[config.mk]
export PLATFORM = sky130hd
export DESIGN_NAME = multicycle_sequencer
export DESIGN_NICKNAME = d
export VERILOG_FILES = /design/src/rtl/multicycle_sequencer.sv
export SDC_FILE = /design/constraint.sdc
export NUM_CORES = 1
export LEC_CHECK = 0
export ABC_AREA = 0
export BUFFER_PORTS_ARGS = -buffer_cell sky130_fd_sc_hd__buf_2
export CORE_MARGIN = 2
export CORE_UTILIZATION = 45
export CTS_BUF_LIST = sky130_fd_sc_hd__clkbuf_16
export DETAILED_ROUTE_END_ITERATION = 10
export HOLD_SLACK_MARGIN = 0.03
export PLACE_DENSITY = 0.8
export SLEW_MARGIN = 20
export SYNTH_ARGS = -nofsm -noshare
export SYNTH_HDL_FRONTEND = slang
export SYNTH_SLANG_ARGS = --single-unit
[constraint.sdc]
create_clock -name clk -period 4.3 [get_ports clk]
set_input_delay 0.645 -clock clk [delete_from_list [all_inputs] [get_ports clk]]
set_output_delay 0.645 -clock clk [all_outputs]
set_load 0.02 [all_outputs]
[src/rtl/multicycle_sequencer.sv]
// multicycle_sequencer: multi-cycle control FSM for the MIPS-subset datapath.
// Steps every instruction through FETCH/DECODE/EXEC/MEM/WB, waits on memory
// ready handshakes and traps stuck memory accesses with a watchdog.
// Optional feature macro: SEQ_PERF_CNT_EN adds cycle/retired-instruction counters.
module multicycle_sequencer #(
   parameter int MEM_TIMEOUT = 255,
   parameter int CNT_W       = 32
) (
   input  logic       clk,
   input  logic       rst,
   input  logic [5:0] opcode,
   input  logic [5:0] funct,
   input  logic       aluZero,
   input  logic       imemReady,
   input  logic       dmemReady,
   input  logic       resume,
   output logic       imemReq,
   output logic       irWrite,
   output logic       dmemRead,
   output logic       dmemWrite,
   output logic       regWrite,
   output logic       pcWrite,
   output logic [1:0] nextPcSel,
   output logic [4:0] aluControl,
   output logic       aluSrc,
   output logic [1:0] regDst,
   output logic [1:0] memToReg,
   output logic       retire,
   output logic       halted,
   output logic       memFault
`ifdef SEQ_PERF_CNT_EN
   ,
   output logic [CNT_W-1:0] cycleCnt,
   output logic [CNT_W-1:0] instretCnt
`endif
);

   typedef enum logic [2:0] {
      S_FETCH,
      S_DECODE,
      S_EXEC,
      S_MEM,
      S_WB,
      S_HALT
   } state_t;

   typedef enum logic [3:0] {
      C_NOP,
      C_ADDU,
      C_SUBU,
      C_ORI,
      C_LUI,
      C_LW,
      C_SW,
      C_BEQ,
      C_J,
      C_JAL,
      C_JR,
      C_SYSCALL
   } iclass_t;

   localparam logic [4:0]  ALU_ADD = 5'b00000;
   localparam logic [4:0]  ALU_SUB = 5'b00001;
   localparam logic [4:0]  ALU_OR  = 5'b00010;
   localparam logic [4:0]  ALU_LUI = 5'b00011;
   localparam logic [15:0] WD_LAST = 16'(MEM_TIMEOUT - 1);

   // Reject parameter values the watchdog and counters cannot represent.
   if (MEM_TIMEOUT < 1 || MEM_TIMEOUT > 65535 || CNT_W < 1) begin : gBadConfig
      $error("multicycle_sequencer: MEM_TIMEOUT must be 1..65535 and CNT_W >= 1");
   end

   state_t      r_state;
   state_t      w_nextState;
   iclass_t     r_class;
   iclass_t     w_class;
   logic [15:0] r_wdCnt;
   logic        r_memFault;
   logic        w_waiting;
   logic        w_wdExpire;

   logic       w_imemReq;
   logic       w_irWrite;
   logic       w_dmemRead;
   logic       w_dmemWrite;
   logic       w_regWrite;
   logic       w_pcWrite;
   logic [1:0] w_nextPcSel;
   logic [4:0] w_aluControl;
   logic       w_aluSrc;
   logic [1:0] w_regDst;
   logic [1:0] w_memToReg;
   logic       w_halted;
   logic [4:0] w_clsAluControl;
   logic       w_clsAluSrc;

   // Classify the instruction currently held in IR; anything unrecognised becomes a NOP.
   always_comb begin
      w_class = C_NOP;
      case (opcode)
         6'h00: begin
            case (funct)
               6'h21:   w_class = C_ADDU;
               6'h23:   w_class = C_SUBU;
               6'h08:   w_class = C_JR;
               6'h0C:   w_class = C_SYSCALL;
               default: w_class = C_NOP;
            endcase
         end
         6'h0D:   w_class = C_ORI;
         6'h0F:   w_class = C_LUI;
         6'h23:   w_class = C_LW;
         6'h2B:   w_class = C_SW;
         6'h04:   w_class = C_BEQ;
         6'h02:   w_class = C_J;
         6'h03:   w_class = C_JAL;
         default: w_class = C_NOP;
      endcase
   end

   // ALU operation for the latched class, held from EXEC through WB so addresses stay stable.
   always_comb begin
      w_clsAluControl = ALU_ADD;
      w_clsAluSrc     = 1'b0;
      case (r_class)
         C_SUBU:  w_clsAluControl = ALU_SUB;
         C_BEQ:   w_clsAluControl = ALU_SUB;
         C_ORI: begin
            w_clsAluControl = ALU_OR;
            w_clsAluSrc     = 1'b1;
         end
         C_LUI: begin
            w_clsAluControl = ALU_LUI;
            w_clsAluSrc     = 1'b1;
         end
         C_LW, C_SW: begin
            w_clsAluControl = ALU_ADD;
            w_clsAluSrc     = 1'b1;
         end
         default: w_clsAluControl = ALU_ADD;
      endcase
   end

   // Next-state and strobe decode; the watchdog overrides the next state when it expires.
   always_comb begin
      w_nextState  = r_state;
      w_imemReq    = 1'b0;
      w_irWrite    = 1'b0;
      w_dmemRead   = 1'b0;
      w_dmemWrite  = 1'b0;
      w_regWrite   = 1'b0;
      w_pcWrite    = 1'b0;
      w_nextPcSel  = 2'b00;
      w_aluControl = ALU_ADD;
      w_aluSrc     = 1'b0;
      w_regDst     = 2'b00;
      w_memToReg   = 2'b00;
      w_halted     = 1'b0;
      w_waiting    = 1'b0;
      case (r_state)
         S_FETCH: begin
            w_imemReq = 1'b1;
            if (imemReady) begin
               w_irWrite   = 1'b1;
               w_nextState = S_DECODE;
            end else begin
               w_waiting = 1'b1;
            end
         end
         S_DECODE: begin
            case (w_class)
               C_J: begin
                  w_pcWrite   = 1'b1;
                  w_nextPcSel = 2'b10;
                  w_nextState = S_FETCH;
               end
               C_JR: begin
                  w_pcWrite   = 1'b1;
                  w_nextPcSel = 2'b11;
                  w_nextState = S_FETCH;
               end
               C_JAL:     w_nextState = S_WB;
               C_SYSCALL: begin
                  w_pcWrite   = 1'b1;
                  w_nextState = S_HALT;
               end
               C_NOP: begin
                  w_pcWrite   = 1'b1;
                  w_nextState = S_FETCH;
               end
               default:   w_nextState = S_EXEC;
            endcase
         end
         S_EXEC: begin
            w_aluControl = w_clsAluControl;
            w_aluSrc     = w_clsAluSrc;
            case (r_class)
               C_LW, C_SW: w_nextState = S_MEM;
               C_BEQ: begin
                  w_pcWrite   = 1'b1;
                  w_nextPcSel = {1'b0, aluZero};
                  w_nextState = S_FETCH;
               end
               default:    w_nextState = S_WB;
            endcase
         end
         S_MEM: begin
            w_aluControl = w_clsAluControl;
            w_aluSrc     = w_clsAluSrc;
            if (r_class == C_LW) begin
               w_dmemRead = 1'b1;
            end else begin
               w_dmemWrite = 1'b1;
            end
            if (dmemReady) begin
               if (r_class == C_LW) begin
                  w_nextState = S_WB;
               end else begin
                  w_pcWrite   = 1'b1;
                  w_nextState = S_FETCH;
               end
            end else begin
               w_waiting = 1'b1;
            end
         end
         S_WB: begin
            w_aluControl = w_clsAluControl;
            w_aluSrc     = w_clsAluSrc;
            w_regWrite   = 1'b1;
            w_pcWrite    = 1'b1;
            w_nextState  = S_FETCH;
            case (r_class)
               C_ADDU, C_SUBU: w_regDst = 2'b01;
               C_LW:           w_memToReg = 2'b01;
               C_JAL: begin
                  w_regDst    = 2'b10;
                  w_memToReg  = 2'b10;
                  w_nextPcSel = 2'b10;
               end
               default:        w_regDst = 2'b00;
            endcase
         end
         S_HALT: begin
            w_halted = 1'b1;
            if (resume && !r_memFault) begin
               w_nextState = S_FETCH;
            end
         end
         default: w_nextState = S_FETCH;
      endcase
      w_wdExpire = w_waiting && (r_wdCnt == WD_LAST);
      if (w_wdExpire) begin
         w_nextState = S_HALT;
      end
   end

   // State register.
   always_ff @(posedge clk) begin
      if (rst) begin
         r_state <= S_FETCH;
      end else begin
         r_state <= w_nextState;
      end
   end

   // Latch the instruction class while IR is being decoded so later states do not depend on opcode.
   always_ff @(posedge clk) begin
      if (rst) begin
         r_class <= C_NOP;
      end else if (r_state == S_DECODE) begin
         r_class <= w_class;
      end
   end

   // Watchdog: counts consecutive unanswered request cycles and raises a sticky fault at the limit.
   always_ff @(posedge clk) begin
      if (rst) begin
         r_wdCnt    <= 16'd0;
         r_memFault <= 1'b0;
      end else if (w_wdExpire) begin
         r_wdCnt    <= 16'd0;
         r_memFault <= 1'b1;
      end else if (w_waiting) begin
         r_wdCnt <= r_wdCnt + 16'd1;
      end else begin
         r_wdCnt <= 16'd0;
      end
   end

`ifdef SEQ_PERF_CNT_EN
   logic [CNT_W-1:0] r_cycleCnt;
   logic [CNT_W-1:0] r_instretCnt;

   // Performance counters: running cycles outside HALT and retired instructions, both wrapping.
   always_ff @(posedge clk) begin
      if (rst) begin
         r_cycleCnt   <= '0;
         r_instretCnt <= '0;
      end else begin
         if (r_state != S_HALT) begin
            r_cycleCnt <= r_cycleCnt + CNT_W'(1);
         end
         if (w_pcWrite) begin
            r_instretCnt <= r_instretCnt + CNT_W'(1);
         end
      end
   end

   assign cycleCnt   = rst ? '0 : r_cycleCnt;
   assign instretCnt = rst ? '0 : r_instretCnt;
`endif

   assign imemReq    = w_imemReq & ~rst;
   assign irWrite    = w_irWrite & ~rst;
   assign dmemRead   = w_dmemRead & ~rst;
   assign dmemWrite  = w_dmemWrite & ~rst;
   assign regWrite   = w_regWrite & ~rst;
   assign pcWrite    = w_pcWrite & ~rst;
   assign retire     = w_pcWrite & ~rst;
   assign nextPcSel  = rst ? 2'b00 : w_nextPcSel;
   assign aluControl = rst ? 5'b00000 : w_aluControl;
   assign aluSrc     = w_aluSrc & ~rst;
   assign regDst     = rst ? 2'b00 : w_regDst;
   assign memToReg   = rst ? 2'b00 : w_memToReg;
   assign halted     = w_halted & ~rst;
   assign memFault   = r_memFault & ~rst;

endmodule
* Yosys cells after proc, flatten, opt, wreduce, memory -nomap -nowiden
Cells that the tools add are included. W data, S select, Z words.
Storage, ports and cells: register bits 24, input port bits 18, output and inout bits 21, word-level logic and storage cells 111
Operators by class: add/subtract/negate cells 1, equality and inequality tests 35, multiplexer cells 42, bitwise operators 11, reductions and logical operators 17
Operator list (number):
- $pmux W4 S8 | 1
- $eq A6 B4 Y1 const B | 4
- $eq A6 B6 Y1 const B | 4
- $eq A4 B4 Y1 const B | 5
- $mux W1 | 17
- $add A16 B1 Y16 const B | 1
- $eq A16 B8 Y1 const B | 1
- $eq A4 B3 Y1 const B | 4
- $pmux W4 S4 | 1
- $mux W3 | 5
- $pmux W3 S5 | 1
- $eq A6 B2 Y1 const B | 2
- $mux W2 | 6
- $pmux W2 S2 | 3
- $pmux W2 S3 | 2
- $mux W5 | 2
- $and A1 B1 Y1 | 9
- $ne A3 B3 Y1 const B | 3
- $pmux W3 S3 | 1
- $reduce_or A3 Y1 | 3
- $eq A4 B2 Y1 const B | 2
- $reduce_or A2 Y1 | 4
- $reduce_or A4 Y1 | 2
- $eq A3 B2 Y1 const B | 2
- 15 further kinds | 21

* Longest topological paths before layout
word-level depth 8, gate-level depth with buffers 8, gate-level depth less buffers 7

* Least setup slack after synthesis
OpenSTA, ideal clock, no wires.
kind input -> output, start point input opcode[2], end point output retire, data arrival time 2260 ps, data required time 3655 ps, path slack 1395 ps, cell stages on the path 7, buffers on the path 2, cells stage by stage buf_6 -> or3b_1 -> a211o_1 -> o211a_1 -> mux2i_1 -> o22ai_1 -> buf_4
Between the ends: longest elaborated chain between the ends 7, elaborated cells on any way between the ends 17, those cells by class eq/ne (10); mux (3); bitwise (1); reduce/logical (3)
Ends and longest elaborated chain:
- start, declared | line 11 | input logic [5:0] opcode,
- $eq A6 B2 Y1, or another cell as far along | line 100 | case (opcode)
- $pmux W4 S8 (*) | line 100
- $eq A4 B4 Y1 / $logic_not A4 Y1 (equally long branches) | line 171 | case (w_class)
- $reduce_or A4 Y1 (no source line) (*)
- $mux W1 (*) | line 171
- $pmux W1 S4 (*) | line 160 | case (r_state)
- $and A1 B1 Y1 (*)
- end, declared | line 28 | output logic retire,
Mark *: on every way between the ends. The rest lies on a longest branch, timed or not.

* Worst setup path after layout
start point input opcode[2], end point output nextPcSel[0]
Between the ends: longest elaborated chain between the ends 6, elaborated cells on any way between the ends 14, those cells by class eq/ne (9); mux (4); reduce/logical (1)
Ends and longest elaborated chain:
- $eq A6 B2 Y1, or another cell as far along | line 100
- $pmux W4 S8 (*) | line 100
- $eq A4 B4 Y1 | line 171
- $pmux W2 S2 (*) | line 171
- $pmux W2 S3 (*) | line 160
- $mux W2 (*) | line 320 | assign nextPcSel = rst ? 2'b00 : w_nextPcSel;
- end, declared | line 23 | output logic [1:0] nextPcSel,
Marks and branches as above.

==> impl_results.md <==
* First-pass GRT wire length at 6350 µm
* Clk_lat worst skew at 0.26 ns
* WP data required at 3.65 ns
* Largest net degree at the start of global routing at 19
* Worst rel slew slack at 0.658
* Path type of the worst min-delay path: flop to flop
* Launching point of the worst reg2reg path: r_wdCnt[0]$_SDFF_PP0_
* RSZ-0062 raised after global routing: false
* Cells after Synth at 231
* Synth cell types at 58
* Post-synthesis sequential area ratio at 0.274
* Setup violators final at 0
* Top FF cell, synth: dfxtp_1
* Final hold viol count at 0
* Post-synth EDFFs at 0
* Die Y at 66.4 µm
* Crit path launch: opcode[2]
* Postcts setup bufs at 0
* Die width at 66.4 µm
* Setup ws final at 1.43 ns
* Setup TNS Final at 0 ns
* Clock Skews at 0.00252 ns
* Pwr dens at 285 nW/µm²
* Dpl ws at 1.43 ns
* Setup crit end kind: primary output
* Switching power share of the total at 0.229
* Status: completed
* Worst hold path depth at 1
* Initial antenna violation count at 0
* Worst r2r dst: r_state[2]$_SDFFE_PP0P_
* WS Path Type: input port to primary output
* Tot Pwr at 571 µW
* Initial Utilization at 0.472
* F_max at 349 MHz
* Clock Power Share at 0.460
* Post-CTS Hold Buffers at 0
* Inserted Clock Buffers at 3
* Router iterations before antenna repair at 6
* R2R depth at 7
* Synthesis Warnings at 0
* WL/cell at 12.3 µm
* Post-CTS Resized at 0
* Sink Count at 24
* Total die area at 4410 µm²
* DRC violations left at 0
* Drt via density at 5.50
* Layout area overhead at 14.2%
* Max cap viols at 0
* DR iter-0 viols at 104
* Fillers at 371
* Syn Area/Cell at 7.59 µm²
* Synth area leader: dfxtp_1
* Reg clk slew, reported paths at 0.06 ns
* Top area cells in the synthesized netlist: dfxtp_1 (27%), nor2_1 (9.2%), xor2_1 (6.5%)
* Storage cell area at 480 µm²
* Worst hold slack at 0.461 ns
* Critical path arrival at 2.22 ns
* Clock buffer depth at 2
* Synthesized area at 1750 µm²
* Detailed Route WL at 3750 µm
* Core Box Area at 3720 µm²
* Final GP Congestion at 0.832
* Setup crit end: nextPcSel[0]
* Sw power at 131 µW
* H-tree depth at 1
* Worst VDD drop at 191 µV
* Clk root buf: clkbuf_16
* Ys async rst share at 0
* Ant diodes at 0
* Commonest non-fill, non-tap cell in the layout: nor2_1
* Slack of the worst reg-to-reg path at 2.54 ns
* Row cnt at 22
* Sequential power share at 0.415
* Nets at 277
* Pins Over Slew Limit at 0
* Commonest cells after routing, fill and taps aside: nor2_1 (43), buf_2 (35), dfxtp_1 (24), nand2_1 (21), xor2_1 (13)
* Share of post-route cells with drive strength above 1 at 0.199
* GRT Total Usage at 0.184
* Vias at 1672
* Startpoint types: input port
* I/O pin count at 39
* Final worst path period share at 0.667
* Actual slew at the worst max-slew pin at 0.512 ns
* Area of the multi-input gates at 1160 µm²
* CTS tree: done
* Lkg Pwr at 0.818 nW
* FF+latch count, synth at 24
* Port buffer count at 35
* Combinational share of power at 0.125
* Synth top area share at 0.274
* Int Power at 440 µW
* Max Fanout on Critical Path at 10
* Vias in the first global route at 1478
* ANT nets after route at 0
* Minimum clock period at 2.87 ns
* Post-DP HPWL at 2830 µm
* GRT overflow at 0
[cell usage after synthesis, drive strengths merged (2+ instances only)]
cell,instances
nor2,43
dfxtp,24
nand2,21
buf,13
xor2,13
a21oi,11
and3,7
inv,6
and2,5
nand3,5
nor2b,5
nor3b,5
o21ai,5
nand3b,4
nand4,4
nor3,4
xnor2,4
a211oi,3
and4,3
clkbuf,3
nand2b,3
nor4,3
or3,3
a31oi,2
and4bb,2
ha,2
mux2i,2
o21a,2
o22ai,2
o31ai,2
[worst min path at each step]
stage                          startpoint                     to  slack [ns]
global placement    r_wdCnt[0]$_SDFF_PP0_  r_wdCnt[0]$_SDFF_PP0_        0.44
CTS                 r_wdCnt[0]$_SDFF_PP0_  r_wdCnt[0]$_SDFF_PP0_        0.47
finish              r_wdCnt[0]$_SDFF_PP0_  r_wdCnt[0]$_SDFF_PP0_        0.46
detailed placement  r_wdCnt[0]$_SDFF_PP0_  r_wdCnt[0]$_SDFF_PP0_        0.46
global route        r_wdCnt[0]$_SDFF_PP0_  r_wdCnt[0]$_SDFF_PP0_        0.51
floorplan           r_wdCnt[0]$_SDFF_PP0_  r_wdCnt[0]$_SDFF_PP0_        0.43
[kinds of logic after synthesis]
group,count (synthesis),share of synthesized area
flip-flops,24,0.274
XOR/XNOR,17,0.0849
other,1,0.00214
AND/OR/NAND/NOR,126,0.395
multiplexers,3,0.0178
AO/OA/AOI/OAI,36,0.143
buffers and inverters,22,0.0692
adder cells (fa/ha/maj),2,0.0143
[worst max-delay path, cell delays in order]
cell and delay, ns:
buf_2 0.15, nor4_1 0.42, nand3b_1 0.17, o211a_1 0.32
nand4b_1 0.23, o31ai_1 0.09, buf_2 0.20
[registers in the layout (all words and copies together) (netlist names)]
name	cells
r_wdCnt	16
r_class	4
r_state	3
r_memFault	1
[layout make-up]
type                       count  area share
timing repair buffer          35      0.0875
multi-input combinational    187       0.579
tap                           48      0.0300
clock buffer                   3      0.0375
clock inverter                 1      0.0150
inverter                       6      0.0113
sequential                    24       0.240
[through the flow]
step,std cells,util,area (µm²)
2_1_floorplan,233,-,1760
3_3_place_gp,300,0.510,1900
3_5_place_dp,300,0.510,1900
4_1_cts,304,0.539,2000
5_1_grt,304,0.539,2000
6_report,304,0.539,2000
[per-layer routing]
layer	vias up	wire (µm)	track usage
li1	856	-	-
met1	781	1870	0.243
met2	29	1720	0.298
met3	6	84	0.0153
met4	0	82	0.0918
met5	-	0	0
[power groups by stage]
stage                     clock, mW  sequential [mW]  combinational [mW]
after floorplan                   0            0.233              0.0641
after global placement            0            0.242              0.0696
after detailed placement          0            0.242              0.0712
after CTS                     0.265            0.237              0.0714
after global routing          0.276            0.239              0.0802
final                         0.263            0.237              0.0715
Note: power is estimated with default switching activity, not from simulation.
